**src/rtl/conv_bias_relu_1x1_pkg.sv**
```systemverilog
// Shared types and constants for the 1x1 conv bias-add / ReLU stage.
// Default-width saturation limits, FSM encoding and counter-width helper.
package conv_bias_relu_1x1_pkg;

  localparam int unsigned DATA_WIDTH_DEF      = 32;
  localparam int unsigned CHANNEL_NUM_OUT_DEF = 128;
  localparam int unsigned IMAGE_SIZE_DEF      = 1024;

  localparam logic [DATA_WIDTH_DEF-1:0] SAT_MAX = {1'b0, {(DATA_WIDTH_DEF-1){1'b1}}};
  localparam logic [DATA_WIDTH_DEF-1:0] SAT_MIN = {1'b1, {(DATA_WIDTH_DEF-1){1'b0}}};

  localparam int unsigned PXL_CNT_W_DEF = $clog2(IMAGE_SIZE_DEF);
  localparam int unsigned CH_CNT_W_DEF  = $clog2(CHANNEL_NUM_OUT_DEF);

  typedef enum logic {
    ST_LOAD = 1'b0,
    ST_RUN  = 1'b1
  } state_e;

  // Counter width that stays legal for a count of one.
  function automatic int unsigned cnt_width(input int unsigned n);
    return (n > 1) ? $clog2(n) : 1;
  endfunction

endpackage

```
**src/rtl/conv_bias_relu_1x1_if.sv**
```systemverilog
// Stream/bias bus between the conv stage and the bias-add/ReLU block.
import conv_bias_relu_1x1_pkg::*;

interface conv_bias_relu_1x1_if #(
  parameter int unsigned DATA_WIDTH = DATA_WIDTH_DEF
);
  logic                  valid_bias_in;
  logic [DATA_WIDTH-1:0] bias_in;
  logic                  valid_in;
  logic [DATA_WIDTH-1:0] pxl_in;
  logic [DATA_WIDTH-1:0] pxl_out;
  logic                  valid_out;
  logic                  bias_ready;
  logic                  frame_done;

  modport master (
    output valid_bias_in, bias_in, valid_in, pxl_in,
    input  pxl_out, valid_out, bias_ready, frame_done
  );

  modport slave (
    input  valid_bias_in, bias_in, valid_in, pxl_in,
    output pxl_out, valid_out, bias_ready, frame_done
  );
endinterface

```
**src/rtl/conv_bias_relu_1x1_bias_buffer.sv**
```systemverilog
// Per-channel bias store: one write port, one registered read port (RAM-inferable).
module conv_bias_relu_1x1_bias_buffer #(
  parameter int unsigned DEPTH = 128,
  parameter int unsigned WIDTH = 32,
  parameter int unsigned AW    = 7
) (
  input  logic             clk,
  input  logic             wr_en,
  input  logic [AW-1:0]    wr_addr,
  input  logic [WIDTH-1:0] wr_data,
  input  logic             rd_en,
  input  logic [AW-1:0]    rd_addr,
  output logic [WIDTH-1:0] rd_data
);

  logic [WIDTH-1:0] mem [DEPTH];

  // No reset on the array so it maps onto RAM primitives.
  always_ff @(posedge clk) begin
    if (wr_en) mem[wr_addr] <= wr_data;
    if (rd_en) rd_data <= mem[rd_addr];
  end

endmodule

```
**src/rtl/conv_bias_relu_1x1.sv**
```systemverilog
// Bias-add with saturation and optional ReLU after the stride-2 1x1 conv.
// Define CONV_RELU_EN to rectify; otherwise the saturated sum passes unmodified.
module conv_bias_relu_1x1
  import conv_bias_relu_1x1_pkg::*;
#(
  parameter int unsigned DATA_WIDTH      = DATA_WIDTH_DEF,
  parameter int unsigned CHANNEL_NUM_OUT = CHANNEL_NUM_OUT_DEF,
  parameter int unsigned IMAGE_SIZE      = IMAGE_SIZE_DEF
) (
  input  logic clk,
  input  logic reset,
  conv_bias_relu_1x1_if.slave bus
);

  localparam int unsigned PXL_W = cnt_width(IMAGE_SIZE);
  localparam int unsigned CH_W  = cnt_width(CHANNEL_NUM_OUT);
  localparam logic [DATA_WIDTH-1:0] MAX_V = {1'b0, {(DATA_WIDTH-1){1'b1}}};
  localparam logic [DATA_WIDTH-1:0] MIN_V = {1'b1, {(DATA_WIDTH-1){1'b0}}};

  state_e                state_q, state_d;
  logic [CH_W-1:0]       bias_ptr_q;
  logic [PXL_W-1:0]      pxl_cnt_q;
  logic [CH_W-1:0]       ch_cnt_q;
  logic                  bias_ready_q;

  logic                  bias_we_c;
  logic                  accept_c;
  logic                  last_bias_c;
  logic                  last_pxl_c;
  logic                  last_ch_c;

  logic                  s1_valid_q;
  logic                  s1_last_q;
  logic [DATA_WIDTH-1:0] s1_pxl_q;
  logic [DATA_WIDTH-1:0] s1_bias;

  logic [DATA_WIDTH:0]   sum_c;
  logic [DATA_WIDTH-1:0] sat_c;
  logic [DATA_WIDTH-1:0] res_c;

  logic [DATA_WIDTH-1:0] pxl_out_q;
  logic                  valid_out_q;
  logic                  frame_done_q;

  assign last_bias_c = (bias_ptr_q == CH_W'(CHANNEL_NUM_OUT - 1));
  assign last_pxl_c  = (pxl_cnt_q  == PXL_W'(IMAGE_SIZE - 1));
  assign last_ch_c   = (ch_cnt_q   == CH_W'(CHANNEL_NUM_OUT - 1));

  always_ff @(posedge clk) begin
    if (reset) state_q <= ST_LOAD;
    else       state_q <= state_d;
  end

  // LOAD accepts only bias words; RUN accepts only pixels.
  always_comb begin
    state_d   = state_q;
    bias_we_c = 1'b0;
    accept_c  = 1'b0;
    case (state_q)
      ST_LOAD: begin
        bias_we_c = bus.valid_bias_in;
        if (bus.valid_bias_in && last_bias_c) state_d = ST_RUN;
      end
      ST_RUN:  accept_c = bus.valid_in;
      default: state_d = ST_LOAD;
    endcase
  end

  // Bias pointer and pixel/channel position; frozen between strobes.
  always_ff @(posedge clk) begin
    if (reset) begin
      bias_ptr_q   <= '0;
      pxl_cnt_q    <= '0;
      ch_cnt_q     <= '0;
      bias_ready_q <= 1'b0;
    end else begin
      bias_ready_q <= (state_d == ST_RUN);
      if (bias_we_c) bias_ptr_q <= last_bias_c ? '0 : bias_ptr_q + CH_W'(1);
      if (accept_c) begin
        if (last_pxl_c) begin
          pxl_cnt_q <= '0;
          ch_cnt_q  <= last_ch_c ? '0 : ch_cnt_q + CH_W'(1);
        end else begin
          pxl_cnt_q <= pxl_cnt_q + PXL_W'(1);
        end
      end
    end
  end

  conv_bias_relu_1x1_bias_buffer #(
    .DEPTH (CHANNEL_NUM_OUT),
    .WIDTH (DATA_WIDTH),
    .AW    (CH_W)
  ) u_bias_buffer (
    .clk     (clk),
    .wr_en   (bias_we_c),
    .wr_addr (bias_ptr_q),
    .wr_data (bus.bias_in),
    .rd_en   (accept_c),
    .rd_addr (ch_cnt_q),
    .rd_data (s1_bias)
  );

  // Stage 1: pixel and last-of-frame flag alongside the synchronous bias read.
  always_ff @(posedge clk) begin
    if (reset) begin
      s1_valid_q <= 1'b0;
      s1_last_q  <= 1'b0;
      s1_pxl_q   <= '0;
    end else begin
      s1_valid_q <= accept_c;
      s1_last_q  <= accept_c && last_pxl_c && last_ch_c;
      if (accept_c) s1_pxl_q <= bus.pxl_in;
    end
  end

  // Sign-extended add; overflow shows as disagreement of the top two bits.
  always_comb begin
    sum_c = {s1_pxl_q[DATA_WIDTH-1], s1_pxl_q} + {s1_bias[DATA_WIDTH-1], s1_bias};
    sat_c = sum_c[DATA_WIDTH-1:0];
    if (sum_c[DATA_WIDTH] != sum_c[DATA_WIDTH-1]) sat_c = sum_c[DATA_WIDTH] ? MIN_V : MAX_V;
`ifdef CONV_RELU_EN
    res_c = sat_c[DATA_WIDTH-1] ? '0 : sat_c;
`else
    res_c = sat_c;
`endif
  end

  // Stage 2: output register; data holds while idle.
  always_ff @(posedge clk) begin
    if (reset) begin
      pxl_out_q    <= '0;
      valid_out_q  <= 1'b0;
      frame_done_q <= 1'b0;
    end else begin
      valid_out_q  <= s1_valid_q;
      frame_done_q <= s1_valid_q && s1_last_q;
      if (s1_valid_q) pxl_out_q <= res_c;
    end
  end

  assign bus.pxl_out    = pxl_out_q;
  assign bus.valid_out  = valid_out_q;
  assign bus.bias_ready = bias_ready_q;
  assign bus.frame_done = frame_done_q;

endmodule

```
**src/flat_wrapper.sv**
```systemverilog
// flat-port wrapper written by rule: the top's interface ports become plain ports
module conv_bias_relu_1x1_flat import conv_bias_relu_1x1_pkg::*;
#(
  parameter int unsigned DATA_WIDTH      = DATA_WIDTH_DEF,
  parameter int unsigned CHANNEL_NUM_OUT = CHANNEL_NUM_OUT_DEF,
  parameter int unsigned IMAGE_SIZE      = IMAGE_SIZE_DEF
)
  (clk, reset, bus_valid_bias_in, bus_bias_in, bus_valid_in, bus_pxl_in, bus_pxl_out, bus_valid_out, bus_bias_ready, bus_frame_done);
  conv_bias_relu_1x1_if #(.DATA_WIDTH(DATA_WIDTH)) bus_i ();
  input  logic clk;
  input  logic reset;
  input wire logic [$bits(bus_i.valid_bias_in)-1:0] bus_valid_bias_in;
  input wire logic [$bits(bus_i.bias_in)-1:0] bus_bias_in;
  input wire logic [$bits(bus_i.valid_in)-1:0] bus_valid_in;
  input wire logic [$bits(bus_i.pxl_in)-1:0] bus_pxl_in;
  output wire logic [$bits(bus_i.pxl_out)-1:0] bus_pxl_out;
  output wire logic [$bits(bus_i.valid_out)-1:0] bus_valid_out;
  output wire logic [$bits(bus_i.bias_ready)-1:0] bus_bias_ready;
  output wire logic [$bits(bus_i.frame_done)-1:0] bus_frame_done;
  assign bus_i.valid_bias_in = bus_valid_bias_in;
  assign bus_i.bias_in = bus_bias_in;
  assign bus_i.valid_in = bus_valid_in;
  assign bus_i.pxl_in = bus_pxl_in;
  assign bus_pxl_out = bus_i.pxl_out;
  assign bus_valid_out = bus_i.valid_out;
  assign bus_bias_ready = bus_i.bias_ready;
  assign bus_frame_done = bus_i.frame_done;
  conv_bias_relu_1x1 #(.DATA_WIDTH(DATA_WIDTH), .CHANNEL_NUM_OUT(CHANNEL_NUM_OUT), .IMAGE_SIZE(IMAGE_SIZE)) u_core (.clk(clk), .reset(reset), .bus(bus_i));
endmodule
```
**config.mk**
```make
export PLATFORM = sky130hd
export DESIGN_NAME = conv_bias_relu_1x1_flat
export DESIGN_NICKNAME = d
export VERILOG_FILES = /design/src/rtl/conv_bias_relu_1x1_pkg.sv /design/src/rtl/conv_bias_relu_1x1_if.sv /design/src/rtl/conv_bias_relu_1x1_bias_buffer.sv /design/src/rtl/conv_bias_relu_1x1.sv /design/src/flat_wrapper.sv
export SDC_FILE = /design/constraint.sdc
export NUM_CORES = 2
export LEC_CHECK = 0
export BUFFER_PORTS_ARGS = -buffer_cell sky130_fd_sc_hd__buf_2
export CORE_ASPECT_RATIO = 0.5
export CORE_UTILIZATION = 61
export CTS_BUF_LIST = sky130_fd_sc_hd__clkbuf_4
export DETAILED_ROUTE_END_ITERATION = 6
export PLACE_DENSITY = 0.77
export SLEW_MARGIN = 20
export SYNTH_ARGS = -nofsm -noshare
export SYNTH_HDL_FRONTEND = slang
export SYNTH_SLANG_ARGS = --single-unit
```
**constraint.sdc**
```tcl
create_clock -name clk -period 14 [get_ports clk]
set_clock_uncertainty 0.15 [all_clocks]
set_input_delay 3.5 -clock clk [delete_from_list [all_inputs] [get_ports clk]]
set_output_delay 3.5 -clock clk [all_outputs]
set_load 0.05 [all_outputs]
```
==> flow_summary.toml <==
[yosys]
synth_edf_count = 4128
syn_area_mm2 = 0.162
synth_top_area_share_pct = 76.5
synthFlopType = "edfxtp_1"
syn_avg_cell_area_um2 = 24.2
syn_nets = 6791
ys_seq_area_share_pct = 77.6
ys_async_sr_fraction_pct = 0
synth_warnings = 0
yosys-top-cells-count = "4128 x edfxtp_1, 1342 x mux4_2, 219 x clkbuf_1"
syn_inst = 6687
synth_area_leaders = "edfxtp_1 76%, mux4_2 19%, dfxtp_1 1.1%"
ys_seq_elements = 4221
synth_most_common_cell = "edfxtp_1"
synth.largest_area_cell = "edfxtp_1"
yosys.cell_types.count = 62

[clocking]
htreeDepth = 6
cts_tree = "built"
cts_buffers = 858
ctsResizeCount = 0
clkTransAtPathRegs_ns = 0.07
clock-sinks = 4221
hold_buffers = 0
clockBufferDepth = 4
clockRootBuffer = "clkbuf_4"
clock_latency_ns = 1.42
cts_setup_buffers = 0

[placement]
hpwl_mm = 252
gp_congestion = 0.975
io_buffers = 102
placed_area_mm2 = 0.168

[global_route]
grt_max_degree = 153
antenna_found_initial = 40
grt_pass1_vias = 78400
grt_use_met2_pct = 45.2
met3_usage_pct = 11.1
gr-max-usage-layer = "met2"
grt_pass1_wl_mm = 578
grt_usage_pct = 31.0
grtUsageMet1_pct = 43.6
grt-ovfl-total = 0

[status]
status = "finished clean"

[timing]
setup_violations = 0
slew_headroom_pct = 18.2
worst_slew_pin_slew_ns = 1.23
max_freq_mhz = 165
setup_tns_ns = 0
drv_slew = 0
hold_viol_final = 0
layout_worst_path_cycle_share_pct = 43.3
min_period_ns = 6.06
rsz0062_at_grt = "false"

[power]
peakVddDrop_mv = 0.0911
power_leakage_nw = 53.6
p_total_w = 0.0232
power.density_mw_per_mm2 = 130

[critical_path]
r2r_start = "u_core.ch_cnt_q[0]$_SDFFE_PP0P_"
startpoint = "u_core.bus.frame_done$_SDFF_PP0_"
worst_setup_path_start_kind = "register"
path_delay_family = "flip-flops"
required_ns = 10.35
crit_buf_inv = 1
path_max_fanout = 1
cpPeakStageDelay_ns = 0.65
cp_cell_sequence = "buf_2"
end_kind = "output pin"
crit_type = "register to output pin"
critPathSlowestCell = "dfxtp_1"
cp.arrival_ns = 2.41

[drt]
first_pass_iters = 7
drt_wl_total_mm = 416
via_per_inst = 6.88
wl_per_cell_um = 36.0
antenna_left = 0
drc = 0
drt_iter0_drc = 13200
vias = 79500

[min_path]
hp-class = "register to register"
hold_start = "u_core.s1_pxl_q[21]$_SDFFE_PP0P_"

[die]
die_x_um = 731
fp.dieH_um = 367
rows = 133
core_mm2 = 0.264
io_pins = 103
die_area_mm2 = 0.268
initial_core_util_pct = 61.5

[final_layout]
final_area_mm2 = 0.179
layout-drive-gt1-share_pct = 38.3
syn_to_final_growth_pct = 10.2
final_nets = 7510

[job]
cap_violations = 0
-- area by class of cell --
type                            instances  area (um2)
Clock inverter                        250        1390
Clock buffer                         1232        9250
Fill cell                           15600       84900
Sequential cell                      4221      126000
Multi-Input combinational cell       2088       35700
Inverter                               13        48.8
Antenna cell                           17        42.5
Timing Repair Buffer                  224        2010
Tap cell                             3510        4390
-- final timing paths --
check	endpoint	slack, ns	cells past startpoint
hold reg to reg	u_core.s1_pxl_q[21]$_SDFFE_PP0P_	0.32	2
hold / removal	u_core.s1_pxl_q[21]$_SDFFE_PP0P_	0.32	2
setup / recovery	bus_frame_done	7.94	1
setup reg to reg	u_core.u_bias_buffer.rd_data[16]$_DFFE_PP_	8.06	7
-- state kept, by name (all words and copies together) (netlist names) --
register	cells
u_core.u_bias_buffer.mem	4096
u_core.bus.pxl_out	32
u_core.s1_pxl_q	32
u_core.u_bias_buffer.rd_data	32
u_core.pxl_cnt_q	10
u_core.bias_ptr_q	7
u_core.ch_cnt_q	7
u_core.bus.bias_ready	1
u_core.bus.frame_done	1
u_core.bus.valid_out	1
u_core.s1_last_q	1
u_core.s1_valid_q	1
-- cell usage in the layout, fill, tap and decap left out, types with 16 or more instances in the layout --
master,instances
clkinv_2,24
edfxtp_1,4128
a211oi_1,20
a21oi_1,105
o21ai_0,47
xnor2_1,23
mux4_2,1342
clkbuf_4,1232
nand3_1,21
buf_2,70
buf_4,115
ha_1,35
xor2_1,19
o221a_2,16
mux2_2,33
diode_2,17
nor2_1,56
dfxtp_1,86
nor2_4,124
clkinv_1,178
buf_12,26
nand2_1,105
-- kinds of logic after synthesis --
family / synth area share (%)
buffers and inverters: 0.979
DFF: 77.6
and+or+nand+nor: 1.03
AOI/OAI and AO/OA: 0.961
adders and majority gates: 0.282
muxes: 18.9
xor gates and xnor gates: 0.247
-- layer usage --
metal / part of all wire [%] / wire length (um)
met3: 15 / 61100
met2: 46 / 189000
met4: 4.5 / 18700
met5: 0.081 / 337
met1: 35 / 146000
-- through the flow --
stage                     setup slack (ns)  std cells  hold slack (ns)  util (%)
after CTS                             7.80      11500            0.321      67.6
after global placement                7.25      10000            0.300      63.5
final                                 7.94      11600            0.319      67.8
after detailed placement              7.25      10000            0.310      63.6
after floorplan                       5.97       6687            0.287         -
after global routing                  7.64      11500            0.333      67.8
-- where the power goes --
group,internal [W],switching (W)
sequential,0.0139,0.00000597
clock,0.00424,0.00467
combinational,0.0000439,0.000332
(Power assumes the default switching activity.)
